$ cat src/rtl/seg_pkg.sv
// seg_pkg: shared types and constants for the 7-segment display controller.
//   state_t    - controller states (IDLE, CONVERT, FORMAT)
//   SEG_*      - special segment patterns (active low, bit 0 = a ... bit 6 = g)
//   SEG_TABLE  - 16-entry hex digit code table, entry i at SEG_TABLE[i]
package seg_pkg;

    typedef enum logic [1:0] {
        ST_IDLE    = 2'd0,
        ST_CONVERT = 2'd1,
        ST_FORMAT  = 2'd2
    } state_t;

    localparam logic [6:0] SEG_BLANK = 7'b1111111;
    localparam logic [6:0] SEG_MINUS = 7'b0111111;
    localparam logic [6:0] SEG_E     = 7'b0000110;

    // Packed so that SEG_TABLE[i] is the code for digit value i.
    localparam logic [15:0][6:0] SEG_TABLE = {
        7'b0001110,  // F
        7'b0000110,  // E
        7'b0100001,  // d
        7'b1000110,  // C
        7'b0000011,  // b
        7'b0001000,  // A
        7'b0010000,  // 9
        7'b0000000,  // 8
        7'b1111000,  // 7
        7'b0000010,  // 6
        7'b0010010,  // 5
        7'b0011001,  // 4
        7'b0110000,  // 3
        7'b0100100,  // 2
        7'b1111001,  // 1
        7'b1000000   // 0
    };

endpackage

$ cat src/rtl/seg7_encode.sv
// seg7_encode: combinational 4-bit digit value to 7-segment pattern.
//   code - digit value 0..15
//   seg  - active-low segments, bit 0 = a ... bit 6 = g
module seg7_encode
    import seg_pkg::*;
(
    input  logic [3:0] code,
    output logic [6:0] seg
);

    assign seg = SEG_TABLE[code];

endmodule

$ cat src/rtl/seg_display_ctrl.sv
// seg_display_ctrl: converts a signed/unsigned value to decimal (double dabble)
// or hexadecimal and drives N_DIGITS active-low 7-segment digits.
//   clk, reset         - clock, synchronous active-high reset
//   in_valid/in_ready  - value handshake (ready only while idle)
//   in_data            - value; in_signed, in_hex, blank_en are mode bits
//   seg_out            - digit d at [7d+6:7d], digit 0 rightmost
//   overflow           - displayed value did not fit (shown as "E")
//   done               - one-cycle pulse when seg_out updates
module seg_display_ctrl
    import seg_pkg::*;
#(
    parameter int N_DIGITS = 8,
    parameter int DATA_W   = 27
) (
    input  logic                    clk,
    input  logic                    reset,
    input  logic                    in_valid,
    output logic                    in_ready,
    input  logic [DATA_W-1:0]       in_data,
    input  logic                    in_signed,
    input  logic                    in_hex,
    input  logic                    blank_en,
    output logic [7*N_DIGITS-1:0]   seg_out,
    output logic                    overflow,
    output logic                    done
);

    // One spare BCD/hex digit so a value one digit too wide is still seen.
    localparam int NB    = N_DIGITS + 1;
    localparam int BCD_W = 4 * NB;
    localparam int EXT_W = (DATA_W > BCD_W) ? DATA_W : BCD_W;
    localparam int CNT_W = 6;

    state_t                 state_q, state_d;
    logic [DATA_W-1:0]      mag_q, mag_d;
    logic                   neg_q, neg_d;
    logic                   hex_q, hex_d;
    logic                   blank_q, blank_d;
    logic [BCD_W-1:0]       bcd_q, bcd_d;
    logic                   bcd_ovf_q, bcd_ovf_d;
    logic [CNT_W-1:0]       cnt_q, cnt_d;
    logic [7*N_DIGITS-1:0]  seg_q, seg_d;
    logic                   ovf_q, ovf_d;
    logic                   done_q, done_d;

    logic [BCD_W-1:0]       adj_s;
    logic [EXT_W-1:0]       mag_ext_s;
    logic [BCD_W-1:0]       digits_s;
    logic                   hi_nz_s;
    logic [4:0]             sig_s;
    logic                   fmt_ovf_s;
    logic [7*N_DIGITS-1:0]  enc_s;
    logic [7*N_DIGITS-1:0]  fmt_seg_s;

    assign in_ready = (state_q == ST_IDLE) & ~reset;
    assign seg_out  = seg_q;
    assign overflow = ovf_q;
    assign done     = done_q;

    // Double dabble add-3 correction applied before each shift.
    always_comb begin
        adj_s = bcd_q;
        for (int i = 0; i < NB; i++) begin
            if (adj_s[4*i +: 4] >= 4'd5) begin
                adj_s[4*i +: 4] = adj_s[4*i +: 4] + 4'd3;
            end else begin
                adj_s[4*i +: 4] = adj_s[4*i +: 4];
            end
        end
    end

    // Select digit source, count significant digits and detect overflow.
    always_comb begin
        mag_ext_s = EXT_W'(mag_q);
        digits_s  = hex_q ? mag_ext_s[BCD_W-1:0] : bcd_q;
        // Non-zero content beyond the spare digit always overflows.
        hi_nz_s   = hex_q ? (|(mag_ext_s >> BCD_W)) : bcd_ovf_q;
        sig_s     = 5'd1;
        for (int i = 0; i < NB; i++) begin
            if (digits_s[4*i +: 4] != 4'd0) begin
                sig_s = 5'(i + 1);
            end else begin
                sig_s = sig_s;
            end
        end
        // Without blanking the minus still costs the top digit, so one
        // condition covers both blanking modes.
        fmt_ovf_s = hi_nz_s | ((sig_s + {4'd0, neg_q}) > 5'(N_DIGITS));
    end

    genvar gd;
    generate
        for (gd = 0; gd < N_DIGITS; gd++) begin : g_enc
            seg7_encode u_enc (
                .code (digits_s[4*gd +: 4]),
                .seg  (enc_s[7*gd +: 7])
            );
        end
    endgenerate

    // Per-digit choice between encoded digit, minus, blank and error.
    always_comb begin
        fmt_seg_s = {N_DIGITS{SEG_BLANK}};
        for (int d = 0; d < N_DIGITS; d++) begin
            if (fmt_ovf_s) begin
                fmt_seg_s[7*d +: 7] = (d == 0) ? SEG_E : SEG_BLANK;
            end else if (blank_q) begin
                if (5'(d) < sig_s) begin
                    fmt_seg_s[7*d +: 7] = enc_s[7*d +: 7];
                end else if (neg_q && (5'(d) == sig_s)) begin
                    fmt_seg_s[7*d +: 7] = SEG_MINUS;
                end else begin
                    fmt_seg_s[7*d +: 7] = SEG_BLANK;
                end
            end else if (neg_q && (d == N_DIGITS - 1)) begin
                fmt_seg_s[7*d +: 7] = SEG_MINUS;
            end else begin
                fmt_seg_s[7*d +: 7] = enc_s[7*d +: 7];
            end
        end
    end

    // Next-state and datapath control.
    always_comb begin
        state_d   = state_q;
        mag_d     = mag_q;
        neg_d     = neg_q;
        hex_d     = hex_q;
        blank_d   = blank_q;
        bcd_d     = bcd_q;
        bcd_ovf_d = bcd_ovf_q;
        cnt_d     = cnt_q;
        seg_d     = seg_q;
        ovf_d     = ovf_q;
        done_d    = 1'b0;
        case (state_q)
            ST_IDLE: begin
                if (in_valid && in_ready) begin
                    neg_d     = in_signed & in_data[DATA_W-1];
                    // Unsigned negation keeps -2^(DATA_W-1) exact.
                    mag_d     = (in_signed & in_data[DATA_W-1]) ?
                                (~in_data + DATA_W'(1)) : in_data;
                    hex_d     = in_hex;
                    blank_d   = blank_en;
                    bcd_d     = '0;
                    bcd_ovf_d = 1'b0;
                    cnt_d     = '0;
                    state_d   = in_hex ? ST_FORMAT : ST_CONVERT;
                end else begin
                    state_d   = ST_IDLE;
                end
            end
            ST_CONVERT: begin
                bcd_d     = {adj_s[BCD_W-2:0], mag_q[DATA_W-1]};
                bcd_ovf_d = bcd_ovf_q | adj_s[BCD_W-1];
                mag_d     = mag_q << 1;
                cnt_d     = cnt_q + CNT_W'(1);
                if (cnt_q == CNT_W'(DATA_W - 1)) begin
                    state_d = ST_FORMAT;
                end else begin
                    state_d = ST_CONVERT;
                end
            end
            ST_FORMAT: begin
                seg_d   = fmt_seg_s;
                ovf_d   = fmt_ovf_s;
                done_d  = 1'b1;
                state_d = ST_IDLE;
            end
            default: begin
                state_d = ST_IDLE;
            end
        endcase
    end

    // State and output registers with synchronous reset.
    always_ff @(posedge clk) begin
        if (reset) begin
            state_q   <= ST_IDLE;
            mag_q     <= '0;
            neg_q     <= 1'b0;
            hex_q     <= 1'b0;
            blank_q   <= 1'b0;
            bcd_q     <= '0;
            bcd_ovf_q <= 1'b0;
            cnt_q     <= '0;
            seg_q     <= {N_DIGITS{SEG_BLANK}};
            ovf_q     <= 1'b0;
            done_q    <= 1'b0;
        end else begin
            state_q   <= state_d;
            mag_q     <= mag_d;
            neg_q     <= neg_d;
            hex_q     <= hex_d;
            blank_q   <= blank_d;
            bcd_q     <= bcd_d;
            bcd_ovf_q <= bcd_ovf_d;
            cnt_q     <= cnt_d;
            seg_q     <= seg_d;
            ovf_q     <= ovf_d;
            done_q    <= done_d;
        end
    end

endmodule

$ cat config.mk
export PLATFORM = sky130hd
export DESIGN_NAME = seg_display_ctrl
export DESIGN_NICKNAME = d
export VERILOG_FILES = /design/src/rtl/seg_pkg.sv /design/src/rtl/seg7_encode.sv /design/src/rtl/seg_display_ctrl.sv
export SDC_FILE = /design/constraint.sdc
export NUM_CORES = 1
export LEC_CHECK = 0
export ABC_AREA = 1
export BUFFER_PORTS_ARGS = -buffer_cell sky130_fd_sc_hd__buf_2
export CAP_MARGIN = 10
export CORE_ASPECT_RATIO = 0.9
export CORE_MARGIN = 5
export CORE_UTILIZATION = 65
export CTS_CLUSTER_DIAMETER = 80
export CTS_CLUSTER_SIZE = 10
export DETAILED_ROUTE_END_ITERATION = 16
export GPL_TIMING_DRIVEN = 0
export PLACE_DENSITY = 0.95
export SETUP_SLACK_MARGIN = 0.1
export SLEW_MARGIN = 10
export SYNTH_ARGS = -nofsm -noshare
export SYNTH_HDL_FRONTEND = slang
export SYNTH_HIERARCHICAL = 1
export SYNTH_SLANG_ARGS = --single-unit
$ cat constraint.sdc
create_clock -name clk -period 6.3 [get_ports clk]
set_clock_uncertainty 0.2 [all_clocks]
set_input_delay 0.63 -clock clk [delete_from_list [all_inputs] [get_ports clk]]
set_output_delay 0.63 -clock clk [all_outputs]
set_load 0.03 [all_outputs]
==> results of run 1 <==
==> synthesized netlist by cell type (12+ instances only) <==
cell / number / area, sq um
dfxtp_1: 133 / 2660
ha_1: 79 / 988
nor3_1: 14 / 70.1
clkbuf_1: 41 / 154
nor2_2: 16 / 100
a21oi_1: 138 / 691
buf_2: 13 / 65.1
nor2_1: 72 / 270
inv_1: 177 / 664
o21ai_0: 92 / 460
a31oi_1: 19 / 119
xor2_1: 12 / 105
buf_6: 16 / 180
o21ai_1: 15 / 75.1
nand3_1: 163 / 816
nand2_1: 486 / 1820
==> final cells by class <==
cell class                 instances  area (sq um)
clock inverter                    13           196
sequential                       133          2660
inverter                         190           718
fill                            1104          3610
timing repair buffer              90           450
tap                              198           248
clock buffer                      19           453
buffer                            72           407
multi-input combinational       1179          6070
==> logic make-up (layout without fill, tap and decap cells) <==
kind of cell             count (synthesis)  after routing
AO/OA/AOI/OAI                          297            297
XOR/XNOR                                14             14
flip-flops                             133            133
buffers and inverters                  262            384
adder cells (fa/ha/maj)                 79             79
AND/OR/NAND/NOR                        789            789
==> where the power goes <==
group          switching [W]  total, W  internal (W)
logic               0.000254  0.000363      0.000108
registers          0.0000203  0.000888      0.000867
clock network       0.000408   0.00110      0.000690
==> registers in the layout, indices dropped and copies added, names as in the netlist <==
| signal | cells |
|---|---|
| seg_out | 56 |
| bcd_q | 36 |
| mag_q | 27 |
| cnt_q | 6 |
| state_q | 2 |
| bcd_ovf_q | 1 |
| blank_q | 1 |
| done | 1 |
| hex_q | 1 |
| neg_q | 1 |
| overflow | 1 |
==> per-layer routing <==
layer  routed length (um)  vias up  part of all wire [%]
li1                     -     5312                     -
met1                11600     5029                    38
met2                13700      759                    45
met3                 3630      155                    12
met4                 1420        0                   4.7
met5                    0        -                     0
==> worst max path at each step <==
| stage | from | to | slack (ps) | cells past startpoint |
|---|---|---|---|---|
| 2_1_floorplan | reset | bcd_q[0] | 3300 | 9 |
| 3_3_place_gp | hex_q | seg_out[41] | 2940 | 26 |
| 3_5_place_dp | hex_q | seg_out[51] | 2900 | 24 |
| 4_1_cts | hex_q | seg_out[12] | 2840 | 23 |
| 5_1_grt | hex_q | seg_out[12] | 2580 | 23 |
| 6_report | hex_q | seg_out[12] | 2760 | 23 |
==> worst max-delay path, delay by kind of cell, from the launching register on <==
| kind | cells | cell delay, ps |
|---|---|---|
| flip-flops | 1 | 310 |
| buffers and inverters | 5 | 700 |
| AND/OR/NAND/NOR | 16 | 1690 |
| adder cells (fa/ha/maj) | 2 | 470 |
==> through the flow <==
stage	cells	hold slack [ps]	worst slack, ps	util, %	total power (W)
4_1_cts	1894	267	2840	75.6	0.00233
5_1_grt	1894	283	2580	75.6	0.00241
6_report	1894	262	2760	75.6	0.00235
3_5_place_dp	1862	254	2900	71.2	0.00125
3_3_place_gp	1862	244	2940	71.2	0.00124
2_1_floorplan	1574	244	3300	-	0.00115
==> summary.md, run 1 <==
| Metric | Value |
|---|---|
| First-pass GRT wire length | 48.7 mm |
| Mux share of post-synthesis cell area | 0% |
| Initial antenna violation count | 0 |
| Worst setup SP type | flop |
| Synth Area in Adders | roughly a tenth |
| Met2 usage | 54.9% |
| R2R Path Start | hex_q |
| Largest family of logic cells by synthesized area | simple AND/OR/NAND/NOR gates |
| Via count | 11.3k |
| Req. time, crit path | 6390 ps |
| Crit-path max cell delay | 310 ps |
| Setup Viol. Count Final | 0 |
| Setup TNS | 0 ps |
| Flop-to-flop setup slack | roughly 2800 ps |
| Post_cts resized | 0 |
| Leakage power total | 5.03 nW |
| Vias in the first global route | 10.4k |
| Commonest non-fill, non-tap cell in the layout | nand2_1 |
| Largest net degree at the start of global routing | 17 |
| Placed Area | 10600 sq um |
| Clk Latency, worst-skew pair | between 400 and 500 ps |
| RSZ-0062 raised after global routing | no |
| Row count | 42 |
| Placeable Area | ~15000 sq um |
| Via/cell ratio | roughly 5.9 |
| Clk buf depth | 2 |
| ANT cells | 0 |
| Post-synthesis compound-gate area fraction | 16.2% |
| Horiz. Die Dim | 140 um |
| CTS tree | done |
| Pwr Density | around 210 nW/um^2 |
| # IOs | 92 |
| Cell count after synthesis | 1574 |
| CTS hold repair buffers | 0 |
| Commonest non-fill, non-tap cells in the layout | nand2_1, inv_1, nand3_1 |
| Max-slew headroom | 48.0% |
| Most frequent CP cell | nand2_1 |
| Min-delay src | seg_out[28] |
| Post-synth cell types | 40 |
| Synth Net Count | 1686 |
| Overall Global Routing Usage | between 30% and 40% |
| Async set-reset flop share out of synthesis | 0% |
| Initial DRC count | 1514 |
| FMAX | ~280 MHz |
| FF-to-FF End | seg_out[12] |
| Crit path cell chain | buf_6 > inv_6 > buf_6 > nand2_1 > nand2_1 > nor2_2 > nand2_1 > inv_1 > nand2_1 > nand2_1 > nand2_1 > nand2_1 > nand2_1 > nand2_2 > ha_1 > ha_1 > nor2_1 > nand3_2 > nand2_4 > nand2_4 > nand2_2 > buf_2 > nand3_1 |
| Register bit total from synthesis | ~130 |
| Status | finished, final reports clean |
| Layout cells sized above 1 | 12.1% |
| Routed Antenna Nets | 0 |
| Final Hold Vio Count | 0 |
| Final period utilization | a little under three fifths |
| CTS H-tree lvls | 4 |
| Busiest grt layer | met2 |
| Hold path cells | 2 |
| Area growth syn-to-layout | 13.7% |
| Clk sinks | 133 |
| Final Cell Area | ~11000 sq um |
| TritonRoute pass-1 iters | 8 |
| DRC Markers | 0 |
| Nets | 1795 |
| EDFF count, synth | 0 |
| Post-synthesis xor/xnor area fraction | 1.24% |
| Mapped Avg Cell Area | 6.26 sq um |
| Initial Utilization | 66.5% |
| Max-slew violation count | 0 |
| Critical setup path kind | flop to flop |
| Clk root buf | clkbuf_16 |
| Mapped Area | 9860 sq um |
| Crit Path Max Fanout | 10 |
| GR met1 Demand/Resource | 41.3% |
| Ys Warns | 6 |
| GPL Wtd Cong | 1.03 |
| Cts bufs inserted | 17 |
| Hold endpoint | seg_out[28] |
| R2R cell count | 23 |
| Crit path capture type | flop |
| Reg clk slew, reported paths | 60 ps |
| Slowest library cell on the worst path | dfxtp_1 |
| Hold WC Path Type | flop to flop |
| Tmin final | ~3500 ps |
| Slew @ Worst Pin | 777 ps |
| Total Wirelength | around 30 mm |
| Post-synthesis sequential area ratio | 27.0% |
| WP data arrival | between 3000 and 4000 ps |
| Met3 Usage GRT | 6.77% |
| Post-Synth Simple-Gate Area | 34.1% |
| WL per Instance | approximately 16 um |
| Die height | ~130 um |
| Number of post-CTS setup repair buffers | 0 |
| Dominant synthesized flop cell | dfxtp_1 |
| GRT Residual Overflow | 0 |
| DP HPWL | between 20 and 25 mm |
| Number of max-cap violations | 0 |
| Number of port buffers | 90 |
| Maximum vdd drop | 0.190 mV |
| Die area | 17700 sq um |
Note: power is estimated with default switching activity, not from simulation.
==> inputs of run 2 (changes only) <==
--- a/config.mk
+++ b/config.mk
@@ -5,17 +5,17 @@
 export SDC_FILE = /design/constraint.sdc
 export NUM_CORES = 1
 export LEC_CHECK = 0
-export ABC_AREA = 1
+export ABC_AREA = 0
 export BUFFER_PORTS_ARGS = -buffer_cell sky130_fd_sc_hd__buf_2
 export CAP_MARGIN = 10
 export CORE_ASPECT_RATIO = 0.9
 export CORE_MARGIN = 5
-export CORE_UTILIZATION = 65
+export CORE_UTILIZATION = 61
 export CTS_CLUSTER_DIAMETER = 80
 export CTS_CLUSTER_SIZE = 10
 export DETAILED_ROUTE_END_ITERATION = 16
 export GPL_TIMING_DRIVEN = 0
-export PLACE_DENSITY = 0.95
+export PLACE_DENSITY = 0.93
 export SETUP_SLACK_MARGIN = 0.1
 export SLEW_MARGIN = 10
 export SYNTH_ARGS = -nofsm -noshare
==> constraint.sdc (replaced) <==
create_clock -name clk -period 3.4 [get_ports clk]
set_clock_uncertainty 0.2 [all_clocks]
set_input_delay 0.34 -clock clk [delete_from_list [all_inputs] [get_ports clk]]
set_output_delay 0.34 -clock clk [all_outputs]
set_load 0.03 [all_outputs]
==> run 2 against run 1 <==
Compared with the run above:
- the flow now finishes with violations (setup timing)
- non-clock buffer count grew 23
- wire length fell by 3.4%
- combinational power increased by 81%
- global-route usage is 2.8 points lower
- hold slack got worse by 240 ps
==> summary.md, run 2 <==
| Metric | Value |
|---|---|
| Die area | 17800 sq um (+0.27%) |
| Layout cells sized above 1 | 20.8% (+8.7 points) |
| Commonest non-fill, non-tap cells in the layout | dfxtp_1, nand2_1, buf_2 |
| Final setup margin | -30.3 ps (-2790 ps) |
| GPL Wtd Cong | 0.965 (-5.9%) |
| Slew @ Worst Pin | 1350 ps (+574 ps) |
| Top cell type's share of synthesized area | 28.7% (+1.7 points) |
| Maximum vdd drop | 0.376 mV (+98%) |
| # IOs | 92 (unchanged) |
| Pwr Density | 381 nW/um^2 (+82%) |
| Initial antenna violation count | 1 (+1) |
| Placed Area | 9980 sq um (-5.5%) |
| Largest net degree at the start of global routing | 17 (unchanged) |
| WL per Instance | 19.7 um (+23%) |
| Clk buf depth | 2 (unchanged) |
| Clk root buf | clkbuf_16 |
| Status | finished, violations left |
| Routed Antenna Nets | 0 (unchanged) |
| Vias in the first global route | 8975 (-13%) |
| Commonest non-fill, non-tap cell in the layout | dfxtp_1 |
| Dominant synthesized flop cell | dfxtp_1 |
| CTS H-tree lvls | 4 (unchanged) |
| Utilization after layout | 75.9% (+0.24 points) |
| Post-synthesis sequential area ratio | 28.7% (+1.7 points) |
| Initial DRC count | 1466 (-3.2%) |
| Cts bufs inserted | 17 (unchanged) |
| Max-slew headroom | 9.26% (-39 points) |
| DRC Markers | 0 (unchanged) |
| FMAX | 292 MHz (+3.2%) |
| Crit path from | mag_q[10] |
| Crit Path Max Fanout | 6 (-4) |
| GRT Residual Overflow | 0 (unchanged) |
| Number of max-cap violations | 0 (unchanged) |
| Total Wirelength | 29.3 mm (-3.4%) |
| Worst setup SP type | flop |
| DP HPWL | 19.6 mm (-8.9%) |
| Req. time, crit path | 3470 ps (-2920 ps) |
| Row count | 42 (unchanged) |
| Final Hold Vio Count | 0 (unchanged) |
| Number of flip-flops in the largest register | 56 (unchanged) |
| Register bit total from synthesis | 133 (unchanged) |
| Cell count after synthesis | 1145 (-27%) |
| Critical setup path kind | flop to flop |
| Inst Count DP | 1433 (-23%) |
| Post-synth cell types | 72 (+80%) |
| First-pass GRT wire length | 44.5 mm (-8.7%) |
| Fillers | 954 (-14%) |
| Area occupied by multi-input gates | 6430 sq um (+5.9%) |
| Final Non-Filler Cells | 1486 (-22%) |
| EDFF count, synth | 0 (unchanged) |
| Mapped Avg Cell Area | 8.10 sq um (+29%) |
| CTS tree | done |
| Crit path capture type | flop |
| TritonRoute pass-1 iters | 7 (-1) |
| Via count | 9856 (-12%) |
| Most frequent cell after synthesis | dfxtp_1 |
| Synth area leaders | dfxtp_1, ha_1, a21oi_1 |
| Initial Utilization | 62.6% (-3.9 points) |
| Flop-to-flop setup slack | -30 ps (-2790 ps) |
| Synth cell count leaders | dfxtp_1, nand2_1, nor2_1 |
| Setup Viol. Count Final | 3 (+3) |
| Die height | 127 um (+0.14%) |
| Clk sinks | 133 (unchanged) |
| WP data arrival | 3500 ps (-130 ps) |
| Tmin final | 3430 ps (-111 ps) |
| Clk Latency, worst-skew pair | 430 ps (about the same) |
| Max-slew violation count | 0 (unchanged) |
| Leakage power total | 4.28 nW (-15%) |
| Reg clk slew, reported paths | 60 ps (about the same) |
| Final Cell Area | 11200 sq um (+0.32%) |
| Ys Warns | 6 (unchanged) |
| Hold WC Path Type | input pin to flop |
| Post-place setup slack | -557 ps (-3460 ps) |
| Synth Net Count | 1257 (-25%) |
| Area growth syn-to-layout | 21.2% |
| Horiz. Die Dim | 140 um (+0.14%) |
| R2R Path Start | mag_q[10] |
| Via/cell ratio | 6.63 (+12%) |
| Mapped Area | 9280 sq um (-5.9%) |
| Register area | 2670 sq um (+0.33%) |
| Failing checks | setup timing |
| Number of port buffers | 90 (unchanged) |
| Overall Global Routing Usage | 30.4% (-2.8 points) |
| Synth area leader | dfxtp_1 |
| Final period utilization | 101% (+45 points) |
| Hold Slack | 22.7 ps (-239 ps) |
| RSZ-0062 raised after global routing | yes |
| Async set-reset flop share out of synthesis | 0% (unchanged) |
| Nets | 1386 (-23%) |
| Min-delay src | in_data[23] |
| Placeable Area | 14800 sq um (unchanged) |
-- run 2: cell families (layout without fill, tap and decap cells) --
family	count (synthesis)	in the layout	share of synthesized area, %
multiplexers	56	56	7.43
flip-flops	133	133	28.7
other	0	1	0
buffers and inverters	132	274	6.30
AO/OA/AOI/OAI	323	323	22.5
AND/OR/NAND/NOR	381	381	20.5
XOR/XNOR	41	41	3.87
adder cells (fa/ha/maj)	79	79	10.7
-- run 2: repair_timing --
action | 4_1_cts | 5_1_grt
cloned | 1 | 1
hold buffers | 4 | 0
resized for setup | 59 | 55
setup buffers | 7 | 7
endpoints found under the setup margin | 57 | 57
hold endpoints to repair | 4 | 0
pin swaps | 26 | 12
-- run 2: area by class of cell --
class | count | area share [%]
Antenna cell | 1 | 0.0223
Buffer | 75 | 4.00
Clock buffer | 18 | 3.91
Clock inverter | 14 | 1.57
Inverter | 57 | 1.94
Multi-Input combinational cell | 880 | 57.2
Sequential cell | 133 | 23.8
Tap cell | 198 | 2.20
Timing Repair Buffer | 110 | 5.41
-- run 2: worst max-delay path: stages, from the launching register on --
cell      delay, ps
dfxtp_1         380
or4_4           520
o211a_4         270
nor4_4          220
o22ai_4         130
ha_4            190
ha_4            210
a211oi_4        190
nand3b_1        160
o211ai_4        220
buf_2           230
nor4b_1         230
o21ai_0         120
-- run 2: stage by stage --
step | setup TNS [ps] | total power, W
floorplan | 0 | 0.00208
global placement | -15910 | 0.00227
detailed placement | -21910 | 0.00228
CTS | 0 | 0.00421
global route | -970 | 0.00440
finish | -62.3 | 0.00428
-- run 2: power breakdown --
part	switching [W]	total [W]	internal, W
Sequential	0.0000694	0.00169	0.00162
Clock	0.000749	0.00193	0.00118
Combinational	0.000426	0.000656	0.000230
-- run 2: metal layers --
layer	vias up	wire (um)	global-route usage, %
met3	170	3210	7.21
met2	676	13300	49.3
met4	0	1580	14.5
met5	-	0	0
met1	4624	11200	38.3
li1	4386	-	-
-- run 2: final timing paths --
kind	end	depth (start not counted)
setup / recovery	seg_out[36]	12
hold / removal	mag_q[23]	3
setup reg to reg	seg_out[36]	12
hold reg to reg	seg_out[14]	1
==> inputs of run 3 (changes only) <==
--- a/config.mk
+++ b/config.mk
@@ -10,12 +10,12 @@
 export CAP_MARGIN = 10
 export CORE_ASPECT_RATIO = 0.9
 export CORE_MARGIN = 5
-export CORE_UTILIZATION = 61
+export CORE_UTILIZATION = 35
 export CTS_CLUSTER_DIAMETER = 80
 export CTS_CLUSTER_SIZE = 10
 export DETAILED_ROUTE_END_ITERATION = 16
 export GPL_TIMING_DRIVEN = 0
-export PLACE_DENSITY = 0.93
+export PLACE_DENSITY = 0.63
 export SETUP_SLACK_MARGIN = 0.1
 export SLEW_MARGIN = 10
 export SYNTH_ARGS = -nofsm -noshare
==> constraint.sdc (replaced) <==
create_clock -name clk -period 3.4 [get_ports clk]
set_clock_uncertainty 0.2 [all_clocks]
set_input_delay 0.34 -clock clk [delete_from_list [all_inputs] [get_ports clk]]
set_output_delay 0.34 -clock clk [all_outputs]
set_load 0.1 [all_outputs]
==> run 3 against run 2 <==
Compared with the run above:
- the flow still finishes with violations (setup timing)
- design area rose by 2.6%
- sequential power is essentially flat
- clock power rose by 12%
- wire length down 2.0%
- worst setup slack gained 10 ps
- hold slack improved by 5.4 ps
- register-to-register slack about the same
- sequential cell count unchanged
- global-route usage fell by 12 points
- total power rose by 9.5%
- via count down 9.1%
- critical path type unchanged
==> summary.md, run 3 (synthesis gave the netlist of run 2 again) <==
| Metric | Value |
|---|---|
| Crit path capture type | flop |
| Maximum vdd drop | 0.285 mV (-24%) |
| Reg clk slew, reported paths | 60 ps (about the same) |
| Nets | 1390 (+0.29%) |
| Clk root buf | clkbuf_16 |
| Pwr Density | 406 nW/um^2 (+6.7%) |
| Final period utilization | 101% (-0.31 points) |
| Hold WC Path Type | input pin to flop |
| Die height | 164 um (+29%) |
| Routed Antenna Nets | 0 (unchanged) |
| Setup Viol. Count Final | 18 (+15) |
| Final Non-Filler Cells | 1639 (+10%) |
| Number of max-cap violations | 0 (unchanged) |
| Register area | 2670 sq um (unchanged) |
| Row count | 56 (+33%) |
| ANT cells | 0 (-1) |
| # IOs | 92 (unchanged) |
| Clk Latency, worst-skew pair | 440 ps (about the same) |
| Inst Count DP | 1583 (+10%) |
| FMAX | 292 MHz (+0.31%) |
| Initial antenna violation count | 0 (-1) |
| CTS tree | done |
| Largest net degree at the start of global routing | 17 (unchanged) |
| Failing checks | setup timing |
| GPL Wtd Cong | 0.921 (-4.6%) |
| Post-place setup slack | -652 ps (-95.0 ps) |
| GRT Residual Overflow | 0 (unchanged) |
| Number of flip-flops in the largest register | 56 (unchanged) |
| CTS H-tree lvls | 4 (unchanged) |
| Layout cells sized above 1 | 20.8% (about the same) |
| Die area | 29900 sq um (+68%) |
| Area growth syn-to-layout | 24.3% |
| Cts bufs inserted | 17 (unchanged) |
| Initial DRC count | 798 (-46%) |
| Crit Path Max Fanout | 6 (unchanged) |
| Placed Area | 10200 sq um (+1.9%) |
| Area occupied by multi-input gates | 6420 sq um (about the same) |
| Slew @ Worst Pin | 1320 ps (-26.8 ps) |
| Commonest non-fill, non-tap cells in the layout | dfxtp_1, nand2_1, buf_2 |
| Req. time, crit path | 3520 ps (+50 ps) |
| Placeable Area | 26100 sq um (+76%) |
| Status | finished, violations left |
| Clk buf depth | 2 (unchanged) |
| Vias in the first global route | 8268 (-7.9%) |
| WP data arrival | 3540 ps (+40 ps) |
| Overall Global Routing Usage | 18.5% (-12 points) |
| Final Cell Area | 11500 sq um (+2.6%) |
| Tmin final | 3420 ps (-10.5 ps) |
| First-pass GRT wire length | 44.5 mm (about the same) |
| Leakage power total | 4.32 nW (+0.94%) |
| DP HPWL | 21.2 mm (+8.1%) |
| Via/cell ratio | 5.46 (-18%) |
| Worst setup SP type | flop |
| Initial Utilization | 35.6% (-27 points) |
| Commonest non-fill, non-tap cell in the layout | dfxtp_1 |
| Utilization after layout | 44.2% (-32 points) |
| WL per Instance | 17.5 um (-11%) |
| RSZ-0062 raised after global routing | yes |
| Fillers | 2565 (+170%) |
| Max-slew violation count | 0 (unchanged) |
| Via count | 8956 (-9.1%) |
| Final setup margin | -19.8 ps (+10.5 ps) |
| Critical setup path kind | flop to flop |
| DRC Markers | 0 (unchanged) |
| TritonRoute pass-1 iters | 6 (-1) |
| Max-slew headroom | 11.1% (+1.8 points) |
| Total Wirelength | 28.7 mm (-2.0%) |
| Number of port buffers | 90 (unchanged) |
| Final Hold Vio Count | 0 (unchanged) |
| Clk sinks | 133 (unchanged) |
| Horiz. Die Dim | 182 um (+30%) |
-- run 3: routing by layer --
| layer | vias to the layer above | global-route usage [%] | wire length [um] |
|---|---|---|---|
| met1 | 4256 | 25.1 | 13100 |
| met2 | 278 | 31.0 | 13500 |
| met5 | - | 0 | 0 |
| li1 | 4394 | - | - |
| met4 | 0 | 3.92 | 345 |
| met3 | 28 | 3.24 | 1770 |
-- run 3: repair_timing --
action / 4_1_cts / 5_1_grt
endpoints found under the hold margin: 4 / 0
endpoints found under the setup margin: 57 / 57
pin swaps: 25 / 16
gates resized for setup: 65 / 55
hold buffers: 4 / 0
buffers inserted: 12 / 7
cloned: 1 / 0
-- run 3: area by class of cell --
type / count / share of cell area (%)
plain buffers: 75 / 3.86
clock buffers: 20 / 3.87
clock inverters: 12 / 1.96
inverters: 57 / 1.91
multi-input cells: 880 / 55.7
flip-flops and latches: 133 / 23.2
well taps: 348 / 3.78
repair buffers: 114 / 5.75
-- run 3: critical path, stage by stage, from the launching register on --
cell and delay, ps:
dfxtp_2 350, or4_4 560, nand3b_1 190, nand2_2 120
buf_6 130, nand3_1 120, a21oi_2 220, ha_4 240
a211oi_4 190, nand3b_1 180, o211ai_4 220, buf_8 210
nand2_8 70, o32a_1 300
-- run 3: final timing paths --
kind	endpoint	cells after the start	slack, ps	startpoint
max	seg_out[55]	13	-20	bcd_q[12]
max reg2reg	seg_out[55]	13	-20	bcd_q[12]
min reg2reg	mag_q[2]	2	270	mag_q[2]
min	mag_q[24]	3	30	in_data[24]
-- run 3: power breakdown --
| group | switching (W) | internal [W] | leakage [nW] | total, W |
|---|---|---|---|---|
| Combinational | 0.000608 | 0.000231 | 2.91 | 0.000839 |
| Clock | 0.000760 | 0.00140 | 0.320 | 0.00216 |
| Sequential | 0.0000638 | 0.00162 | 1.08 | 0.00169 |
-- run 3: stage by stage --
step	setup TNS (ps)	power (W)	hold slack, ps
floorplan	0	0.00227	242
finish	-117	0.00468	28.1
CTS	-18.8	0.00466	19.1
global route	-2840	0.00484	34.6
detailed placement	-25870	0.00248	263
global placement	-22770	0.00248	260
